<file path="src/rtl/mainm_arbiter.sv">
// mainm_arbiter: shares the single main-memory port between the CPU/MMU path
// (port 0) and a DMA-style master (port 1). Only one transaction is in flight
// at a time. Arbitration is either round-robin or fixed priority with port 0
// winning. A watchdog forces completion of a transaction that has hung.
module mainm_arbiter #(
    parameter bit          RR_EN          = 1'b1,
    parameter int unsigned TIMEOUT_CYCLES = 4096,
    parameter logic [31:0] TIMEOUT_DATA   = 32'hDEADBEEF
) (
    input  logic        clk,
    input  logic        rst_n,
    // port 0: CPU / MMU path
    input  logic [31:0] m0_a,
    input  logic [31:0] m0_d,
    input  logic        m0_we,
    input  logic        m0_rd,
    output logic [31:0] m0_spo,
    output logic        m0_ready,
    // port 1: video fetch / serial boot
    input  logic [31:0] m1_a,
    input  logic [31:0] m1_d,
    input  logic        m1_we,
    input  logic        m1_rd,
    output logic [31:0] m1_spo,
    output logic        m1_ready,
    // memory controller side
    output logic [31:0] mem_a,
    output logic [31:0] mem_d,
    output logic        mem_we,
    output logic        mem_rd,
    input  logic [31:0] mem_spo,
    input  logic        mem_ready,
    // status
    output logic [1:0]  grant,
    output logic        irq,
    input  logic        irq_clr
);

    typedef enum logic [1:0] {
        ST_IDLE = 2'd0,
        ST_BUSY = 2'd1,
        ST_DONE = 2'd2
    } state_t;

    // The watchdog fires while the timer holds the last allowed BUSY count.
    localparam bit          TIMER_EN   = (TIMEOUT_CYCLES != 0);
    localparam logic [15:0] TIMER_LAST = 16'(TIMEOUT_CYCLES - 1);

    state_t      r_state;
    logic [31:0] r_mem_a;
    logic [31:0] r_mem_d;
    logic        r_mem_we;
    logic        r_mem_rd;
    logic [1:0]  r_grant;
    logic        r_last_grant;   // index of the port served last
    logic [15:0] r_timer;
    logic [31:0] r_m0_spo;
    logic [31:0] r_m1_spo;
    logic        r_m0_ready;
    logic        r_m1_ready;
    logic        r_irq;

    logic        w_req0;
    logic        w_req1;
    logic        w_pick1;
    logic [31:0] w_sel_a;
    logic [31:0] w_sel_d;
    logic        w_sel_we;
    logic        w_sel_rd;
    logic        w_timeout;
    logic        w_finish;
    logic        w_to_fire;
    logic [31:0] w_done_data;

    assign w_req0 = m0_we | m0_rd;
    assign w_req1 = m1_we | m1_rd;

    // Winner selection: a lone requester wins; a tie goes to the port that
    // was not served last (round-robin) or always to port 0 (fixed priority).
    always_comb begin
        // NOTE: assign a default first so every path drives the signal and no latch is inferred.
        w_pick1 = 1'b0;
        if (w_req0 && w_req1) begin
            w_pick1 = RR_EN ? ~r_last_grant : 1'b0;
        end else begin
            w_pick1 = w_req1;
        end
    end

    // A request with both we and rd high is treated as a write.
    assign w_sel_a  = w_pick1 ? m1_a  : m0_a;
    assign w_sel_d  = w_pick1 ? m1_d  : m0_d;
    assign w_sel_we = w_pick1 ? m1_we : m0_we;
    assign w_sel_rd = (w_pick1 ? m1_rd : m0_rd) & ~w_sel_we;

    assign w_timeout   = TIMER_EN && (r_timer == TIMER_LAST);
    assign w_finish    = (r_state == ST_BUSY) && (mem_ready || w_timeout);
    assign w_to_fire   = (r_state == ST_BUSY) && !mem_ready && w_timeout;
    assign w_done_data = mem_ready ? mem_spo : TIMEOUT_DATA;

    // Transaction sequencer: IDLE picks a winner, BUSY holds the memory
    // strobes until completion or watchdog expiry, DONE is a one-cycle bubble.
    always_ff @(posedge clk or negedge rst_n) begin
        if (!rst_n) begin
            r_state      <= ST_IDLE;
            r_mem_a      <= '0;
            r_mem_d      <= '0;
            r_mem_we     <= 1'b0;
            r_mem_rd     <= 1'b0;
            r_grant      <= 2'b00;
            r_last_grant <= 1'b1;
            r_timer      <= '0;
            r_m0_spo     <= '0;
            r_m1_spo     <= '0;
            r_m0_ready   <= 1'b0;
            r_m1_ready   <= 1'b0;
        end else begin
            // NOTE: state uses non-blocking assignments so every register samples pre-edge values.
            r_m0_ready <= 1'b0;
            r_m1_ready <= 1'b0;
            case (r_state)
                ST_IDLE: begin
                    if (w_req0 || w_req1) begin
                        r_mem_a      <= w_sel_a;
                        r_mem_d      <= w_sel_d;
                        r_mem_we     <= w_sel_we;
                        r_mem_rd     <= w_sel_rd;
                        r_grant      <= w_pick1 ? 2'b10 : 2'b01;
                        r_last_grant <= w_pick1;
                        r_timer      <= '0;
                        r_state      <= ST_BUSY;
                    end
                end
                ST_BUSY: begin
                    if (w_finish) begin
                        r_mem_we <= 1'b0;
                        r_mem_rd <= 1'b0;
                        if (r_grant[1]) begin
                            r_m1_ready <= 1'b1;
                            if (r_mem_rd) begin
                                r_m1_spo <= w_done_data;
                            end
                        end else begin
                            r_m0_ready <= 1'b1;
                            if (r_mem_rd) begin
                                r_m0_spo <= w_done_data;
                            end
                        end
                        r_state <= ST_DONE;
                    end else if (r_timer != 16'hFFFF) begin
                        r_timer <= r_timer + 16'd1;
                    end
                end
                ST_DONE: begin
                    r_grant <= 2'b00;
                    r_state <= ST_IDLE;
                end
                default: begin
                    r_state <= ST_IDLE;
                end
            endcase
        end
    end

    // Sticky timeout flag; a timeout in the same cycle as irq_clr keeps it set.
    always_ff @(posedge clk or negedge rst_n) begin
        if (!rst_n) begin
            r_irq <= 1'b0;
        end else if (w_to_fire) begin
            r_irq <= 1'b1;
        end else if (irq_clr) begin
            r_irq <= 1'b0;
        end
    end

    assign mem_a    = r_mem_a;
    assign mem_d    = r_mem_d;
    assign mem_we   = r_mem_we;
    assign mem_rd   = r_mem_rd;
    assign grant    = r_grant;
    assign m0_spo   = r_m0_spo;
    assign m1_spo   = r_m1_spo;
    assign m0_ready = r_m0_ready;
    assign m1_ready = r_m1_ready;
    assign irq      = r_irq;

endmodule

</file>
<file path="config.mk">
export PLATFORM = sky130hd
export DESIGN_NAME = mainm_arbiter
export DESIGN_NICKNAME = d
export VERILOG_FILES = /design/src/rtl/mainm_arbiter.sv
export SDC_FILE = /design/constraint.sdc
export NUM_CORES = 1
export LEC_CHECK = 0
export CORE_MARGIN = 4
export CORE_UTILIZATION = 39
export DETAILED_ROUTE_END_ITERATION = 6
export GPL_TIMING_DRIVEN = 0
export PLACE_DENSITY_LB_ADDON = 0.25
export SLEW_MARGIN = 20
export SYNTH_ARGS = -nofsm -noshare
export SYNTH_HDL_FRONTEND = slang
export SYNTH_SLANG_ARGS = --single-unit
</file>
<file path="constraint.sdc">
create_clock -name clk -period 2.12 [get_ports clk]
set_input_delay 0.53 -clock clk [delete_from_list [all_inputs] [get_ports clk]]
set_output_delay 0.53 -clock clk [all_outputs]
set_load 0.05 [all_outputs]
</file>
Yosys cells after proc, flatten, opt, wreduce, memory -nomap -nowiden
Cells that the tools add are included.
- register bits: 154
- word-level logic and storage cells: 75
- input port bits: 168
- $add $sub $neg: 1
- mux-type cells: 29
- bitwise gates (word level): 6
- reduce and logical (&&, ||, !) cells: 18
- equality and inequality tests: 8
- operators with widths (operator ; count):
    2-to-1 mux 32 bit ; 3
    2-to-1 mux 16 bit ; 3
    case mux 16 bit (2 select lines) ; 1
    adder 16 x 1 -> 16 bit, second input constant ; 1
    equality test 16 x 12 -> 1 bit, second input constant ; 1
    inequality test 16 bit, second input constant ; 1
    2-to-1 mux 1 bit ; 14
    AND reduction 4 bit ; 3
    2-to-1 mux 2 bit ; 4
    case mux 2 bit (2 select lines) ; 2
    inequality test 2 bit, second input constant ; 3
    AND reduction 2 bit ; 3
    nonzero test 2 bit ; 3
    logical AND 1 bit ; 4
    case mux 1 bit (2 select lines) ; 2
    inverter 1 bit ; 3
    AND reduction 3 bit ; 1
    equality test 2 x 1 -> 1 bit, second input constant ; 1
    equality test 2 bit, second input constant ; 1
    logical NOT 2 bit ; 1
    logical OR 1 bit ; 2
    inequality test 2 x 1 -> 1 bit, second input constant ; 1
    bitwise OR 1 bit ; 2
    bitwise AND 1 bit ; 1
    logical NOT 1 bit ; 1

Longest topological paths before layout
Gate-level depths: netlist of run 1.
- word-level depth: 8
- gate-level depth with buffers: 8

Worst setup path before layout of run 1
Ideal clock, no wire load.
- path type: register to register
- from: register r_timer[0]
- to: register r_timer[11]
- slack: 10 ps
- required time: 1994 ps
- cell stages (with the launch flop): 8
- clock period less this slack: 2110 ps
- setup time: 126 ps
- buffers on the path: 1
- arrival: 1984 ps
- cells stage by stage: dfrtp_1 -> ha_1 -> nand3_1 -> nor4_2 -> o21a_1 -> buf_4 -> or2_2 -> a221o_1
- longest elaborated chain between the ends: 5
- elaborated cells between the ends (all ways): 11
- those cells by class: add/sub: 1; eq/ne: 4; mux: 3; reduce/logical: 3
- RTL lines (what ; line ; RTL):
    from (decl) ; 56 ; logic [15:0] r_timer;
    from (signal assigned) ; 151 ; r_timer <= r_timer + 16'd1;
    branches (longest 5 deep; another with adder 16 x 1 -> 16 bit) ; - ;
Parallel ways; which one is timed is not known. The select of a mux whose other input is x is not followed.
A chain may end at the register's enable or synchronous reset.

Worst setup path in the final report of run 1
- from: register r_timer[12]
- to: register r_timer[11]
- longest elaborated chain between the ends: 5
- elaborated cells between the ends (all ways): 7
- those cells by class: eq/ne: 4; reduce/logical: 3
- RTL lines (what ; line ; RTL):
    equality test 16 x 12 -> 1 bit ; 96 ; assign w_timeout = TIMER_EN && (r_timer == TIMER_LAST);
    logical OR 1 bit ; 97 ; assign w_finish = (r_state == ST_BUSY) && (mem_ready || w_timeout);
    logical AND 1 bit ; 97 ;
    inequality test 2 bit (no line) ; - ;
    AND reduction 4 bit (no line) (*) ; - ;
Every way passes the cells marked *; elsewhere a longest branch is shown, timed or not.

==> results of run 1 <==
[placed cells by master (no fill, tap or decap), types with 12 or more instances in the layout]
master / instances
buf_4: 15
dlygate4sd2_1: 131
nand2_1: 81
a32o_1: 16
clkbuf_16: 17
dfrtp_1: 152
a2bb2oi_2: 46
clkdlybuf4s50_1: 166
o21ai_0: 76
mux2i_1: 64
clkbuf_1: 12
nor2b_1: 24
clkbuf_2: 14
[final cells by class]
class / instances / area [sq um]
Buffer: 40 / 272
Fill cell: 1406 / 6040
Clock buffer: 17 / 425
Tap cell: 225 / 282
Clock inverter: 15 / 189
Sequential cell: 154 / 3860
Timing Repair Buffer: 332 / 3250
Inverter: 4 / 15.0
Multi-Input combinational cell: 400 / 3090
[power by group]
group	internal (mW)	leakage (nW)	switching, mW	total [mW]
clock network	1.87	0.295	1.27	3.15
logic	3.20	2.98	7.06	10.3
registers	4.26	1.89	0.852	5.11
[critical path, cell delays in order, from the launching register on]
cell       delay [ns]
dfrtp_2          0.42
or4_4            0.57
buf_12           0.15
a2111oi_4        0.36
nor2_2           0.11
buf_4            0.15
buf_6            0.12
a221o_1          0.28
[worst min-delay path by stage]
stage / cells after the start / endpoint / slack, ns
CTS: 1 / m0_spo[12] / 0.08
floorplan: 0 / grant[0] / 0.23
global placement: 2 / mem_a[26] / 0.46
finish: 1 / m0_spo[12] / 0.07
detailed placement: 2 / mem_d[8] / 0.47
global route: 1 / m0_spo[10] / 0.11
[cell families (layout without fill, tap and decap cells)]
kind of cell | Yosys count | in the layout
compound gates | 181 | 181
fa+ha+maj | 1 | 1
buf+inv | 46 | 408
flops | 154 | 154
mux | 64 | 64
simple gates | 154 | 154
[timing repair]
item | in CTS | in global routing
buffers inserted | 13 | 13
pin swaps | 8 | 9
endpoints found under the setup margin | 282 | 115
gates resized for setup | 181 | 44
cloned | 5 | 1
[registers in the layout, indices dropped and copies added, names as in the netlist, 2 cells and up]
signal and cells:
grant 2, m0_spo 32, m1_spo 32, mem_a 32
mem_d 32, r_state 2, r_timer 16
[metrics by stage]
stage	util	setup TNS (ns)	hold slack, ns	cells	area, sq um
floorplan	-	0	0.234	600	7000
global placement	0.591	-974.95	0.460	1126	10300
detailed placement	0.593	-84.74	0.469	1127	10300
CTS	0.643	-5.70	0.0835	1177	11200
global route	0.653	-11.11	0.111	1187	11400
finish	0.653	-6.31	0.0748	1187	11400
[per-layer routing]
layer,wire length [um],share of wire,track usage,up-vias
met4,508,0.023,0.0727,0
met1,8810,0.39,0.262,2937
met3,1890,0.084,0.0699,29
met2,11400,0.50,0.379,241
met5,0,0,0,-
li1,-,-,-,2911
==> impl_results.md, run 1 <==
- CTS tree: done
- Drt wl/cell: 19.0 um
- Maximum vdd drop: 1.07 mV
- CTS max path bufs: 2
- Worst setup path end: r_timer[11]
- Initial antenna violation count: 0
- Vias/cell: 5.15
- HP Class: primary input to asynchronous set/reset pin
- First-pass GRT wire length: 34.6 mm
- F_max: 0.441 GHz
- Ranking of synthesized cells by area: dfrtp_1, mux2i_1, a2bb2oi_2
- Post-synthesis compound-gate area fraction: 0.215
- Critical Path AT: 2.57 ns
- Fraction of layout cells with a size suffix above 1: 0.175
- Main combinational cell family by area after synthesis: compound AO/OA/AOI/OAI gates
- Leading cell types by count after synthesis: dfrtp_1, nand2_1, o21ai_0
- Final number of setup-violating endpoints: 75
- DP Worst Slack: -1.03 ns
- Mapped Nets: 769
- Async S/R FF share, synth: 1.00
- Remaining global-route overflow: 0
- Core Region: 17400 sq um
- Number of global-route vias before repair: 6238
- Final ANT Viol Nets: 0
- Final nets: 1118
- Die W: 142 um
- Critical Path Source: r_timer[12]
- Max cap viols: 0
- Final total power: 18.5 mW
- Hold_buf cts: 0
- Total GRT Usage: 0.220
- Fin crit period: 2.27 ns
- CP endpoint kind: flip-flop
- Drt pass-1 iters: 4
- Routed wire length: 22.6 mm
- Post-synth EDFFs: 0
- Worst slew pin tran: 0.659 ns
- Site Rows: 48
- # IOs: 303
- DIE HEIGHT: 142 um
- Lkg Pwr: 5.17 nW
- CTS H-tree lvls: 4
- R2R setup slack: -0.15 ns
- Adder-cell share of the synthesized area: 0.00179
- Worst clock skew: 0.00925 ns
- Pins Over Slew Limit: 0
- Crit Path Category: flip-flop to flip-flop
- Root Buffer: clkbuf_16
- Yosys warns: 0
- Worst r2r src: r_timer[12]
- Sink Count: 154
- Crit start category: flip-flop
- Register area share after synthesis: 0.551
- Final HPWL DP: 16.2 mm
- Area leader, netlist: dfrtp_1
- Worst EP required: 2.42 ns
- Most common cell in the netlist: dfrtp_1
- Final-report hold violation count: 0
- Post-synth top area share: 0.547
- Worst Reg-to-Reg Cells: 7
- Crit share post-route: 1.07
- # port buffers: 301
- Die area: 20200 sq um
- Clk pin slew, worst setup/hold paths: 0.06 ns
- Run status: finished with violations
- # DRC: 0
- Post-synthesis sequential element count: 154
- RSZ-0062 raised after global routing: yes
- Initial core utilization: 0.402
- N_diodes: 0
- Max_slew headroom: 0.557
- Post-Syn Instances: 600
- DRT iter0 DRCs: 212
- Largest net degree at the start of global routing: 80
- Setup WS post-layout: -0.146 ns
- RR Endpoint: r_timer[11]
- Crit Path Max Fanout: 4
- Simple-gate portion of the synthesized area: 0.109
- Post-synthesis cell type count: 53
- Clk Latency, worst-skew pair: 0.42 ns
- XOR/XNOR Fraction of Synth Area: 0
- Area Overhead vs Synth: 62.5%
- Final Wtd Congestion: 0.782
- Post-Syn Area: 7000 sq um
- P per Cell Area: 1630 nW/um^2
- Vias: 6118
- Post-synthesis mux area share: 0.0915
- Predominant post-synthesis flop cell: dfrtp_1
- Syn avg cell area: 11.7 sq um
- Failing checks: setup timing
- CTS Buf Count: 17
No activity file was read; power rests on OpenSTA's default activity.
==> inputs of run 2 (changes only) <==
==> constraint.sdc (replaced) <==
create_clock -name clk -period 2.12 [get_ports clk]
set_input_delay 0.424 -clock clk [delete_from_list [all_inputs] [get_ports clk]]
set_output_delay 0.424 -clock clk [all_outputs]
set_load 0.05 [all_outputs]
==> impl_results.md, run 2 (synthesis results as in run 1) <==
- First-pass GRT wire length: 34.4 mm (-0.66%)
- # IOs: 303 (unchanged)
- HP Class: flip-flop to flip-flop
- DRT iter0 DRCs: 242 (+14%)
- Hold Crit Start: mem_a[22]
- Crit path largest cell delay: 0.59 ns (+0.02 ns)
- Number of global-route vias before repair: 6242 (+0.064%)
- DIE HEIGHT: 142 um (unchanged)
- Final Wtd Congestion: 0.782 (unchanged)
- Final Cell Area: 11400 sq um (+0.48%)
- Crit Path Category: flip-flop to flip-flop
- # DRC: 0 (unchanged)
- Core Region: 17400 sq um (unchanged)
- Final HPWL DP: 16.2 mm (unchanged)
- Clk pwr share: 0.162 (-0.008)
- Worst clock skew: 0.0106 ns (+0.00131 ns)
- Worst EP required: 2.42 ns (about the same)
- Run status: finished with violations
- Fin crit period: 2.13 ns (-0.135 ns)
- Crit Path Max Fanout: 5 (+1)
- Lkg Pwr: 4.89 nW (-5.4%)
- Final-report hold violation count: 0 (unchanged)
- Vias/cell: 5.13 (-0.48%)
- Largest net degree at the start of global routing: 80 (unchanged)
- Critical Path, Cell by Cell: or4_4 -> a2111oi_4 -> nor2_2 -> buf_6 -> a211o_1 -> a21o_1
- Area Overhead vs Synth: 63.3%
- Initial core utilization: 0.402 (unchanged)
- CTS H-tree lvls: 4 (unchanged)
- Final ANT Viol Nets: 0 (unchanged)
- Vias: 6063 (-0.90%)
- Critical Path Source: r_timer[14]
- Commonest non-fill, non-tap cell in the layout: clkdlybuf4s50_1
- Most frequent cells in the layout: clkdlybuf4s50_1, dfrtp_1, nand2_1, o21ai_0, mux2i_1
- Switching share of power: 0.475 (-0.0206)
- Gate power share: 0.570 (+0.016)
- Worst r2r src: r_timer[14]
- Maximum vdd drop: 1.27 mV (+19%)
- Final total power: 19.3 mW (+4.1%)
- Critical Path AT: 2.43 ns (-0.14 ns)
- Fraction of layout cells with a size suffix above 1: 0.160 (-0.0148)
- Site Rows: 48 (unchanged)
- Max cap viols: 0 (unchanged)
- Die W: 142 um (unchanged)
- Final nets: 1113 (-0.45%)
- Core Util, Final: 0.656 (+0.00316)
- Failing checks: setup timing
- CP max stage cell: or4_4
- Crit share post-route: 1.01 (-0.0636)
- Drt wl/cell: 18.7 um (-1.6%)
- Routed wire length: 22.1 mm (-2.0%)
- Die area: 20200 sq um (unchanged)
- Top delay family on crit path: compound AO/OA/AOI/OAI gates
- N_diodes: 0 (unchanged)
- Drt pass-1 iters: 4 (unchanged)
- Int Power: 10.1 mW (+8.3%)
- Flop pwr share: 0.267 (-0.009)
- Crit path buffers/inverters: 1 (-2)
- F_max: 0.469 GHz (+6.3%)
- WHS: 0.478 ns (+0.403 ns)
- P per Cell Area: 1690 nW/um^2 (+3.6%)
- # port buffers: 301 (unchanged)
- Final number of setup-violating endpoints: 1 (-99%)
- RSZ-0062 raised after global routing: yes
- CTS Buf Count: 17 (unchanged)
- Sink Count: 154 (unchanged)
- Remaining global-route overflow: 0 (unchanged)
- Crit start category: flip-flop
- CTS max path bufs: 2 (unchanged)
- CTS tree: done
- Initial antenna violation count: 0 (unchanged)
- Placed cell area: 10300 sq um (unchanged)
- Worst slew pin tran: 0.711 ns (+0.0513 ns)
- CP endpoint kind: flip-flop
- Total GRT Usage: 0.218 (-0.00223)
- Setup WS post-layout: -0.0114 ns (+0.135 ns)
- TNS Setup: -0.0114 ns (+6.30 ns)
- Clk pin slew, worst setup/hold paths: 0.06 ns (about the same)
- Root Buffer: clkbuf_16
- NetSw: 9.16 mW (-0.27%)
- Clk Latency, worst-skew pair: 0.42 ns (about the same)
- Max_slew headroom: 0.526 (-0.0308)
- Pins Over Slew Limit: 0 (unchanged)
## run 2: worst min-delay path, stage by stage, from the launching register on
cell and delay [ns]:
dfrtp_1 0.34, nand2_1 0.04, o21ai_0 0.06
## run 2: final timing paths
path | end | slack (ns) | cells past startpoint
max in group asynchronous | mem_a[31] | 0.76 | 3
min in group asynchronous | m0_spo[10] | 0.56 | 2
worst min register to register | mem_a[22] | 0.48 | 2
worst max register to register | r_timer[13] | -0.01 | 6
worst max-delay path | r_timer[13] | -0.01 | 6
worst min-delay path | mem_a[22] | 0.48 | 2
## run 2: cell type report
type	instances	area [sq um]
fillers	1384	5990
clock inverters	15	189
well taps	225	282
repair buffers	327	3350
plain buffers	40	269
clock buffers	17	425
flip-flops and latches	154	3860
inverters	4	15.0
multi-input cells	400	3050
## run 2: power by group through the flow
stage	logic (mW)	registers, mW	clock network [mW]
6_report	11.0	5.15	3.13
3_3_place_gp	10.7	5.11	0
2_1_floorplan	2.56	9.42	0
5_1_grt	11.5	5.32	3.35
3_5_place_dp	10.8	5.15	0
4_1_cts	11.0	5.14	3.20
## run 2: metrics by stage
stage | setup slack, ns | instances
3_5_place_dp | -0.929 | 1127
2_1_floorplan | 0.00972 | 600
6_report | -0.0114 | 1182
3_3_place_gp | -5.71 | 1126
4_1_cts | -0.140 | 1180
5_1_grt | -0.0673 | 1182
## run 2: metal layers
metal	global-route usage	part of all wire
met1	0.261	0.39
met2	0.373	0.51
met3	0.0706	0.084
met4	0.0692	0.018
met5	0	0
## run 2: repair_timing
action | in CTS | in global routing
gates resized for setup | 36 | 45
buffers inserted | 15 | 5
hold buffers | 1 | 0
setup endpoints to repair | 152 | 139
endpoints found under the hold margin | 23 | 0
pin swaps | 8 | 5
cloned | 5 | 0
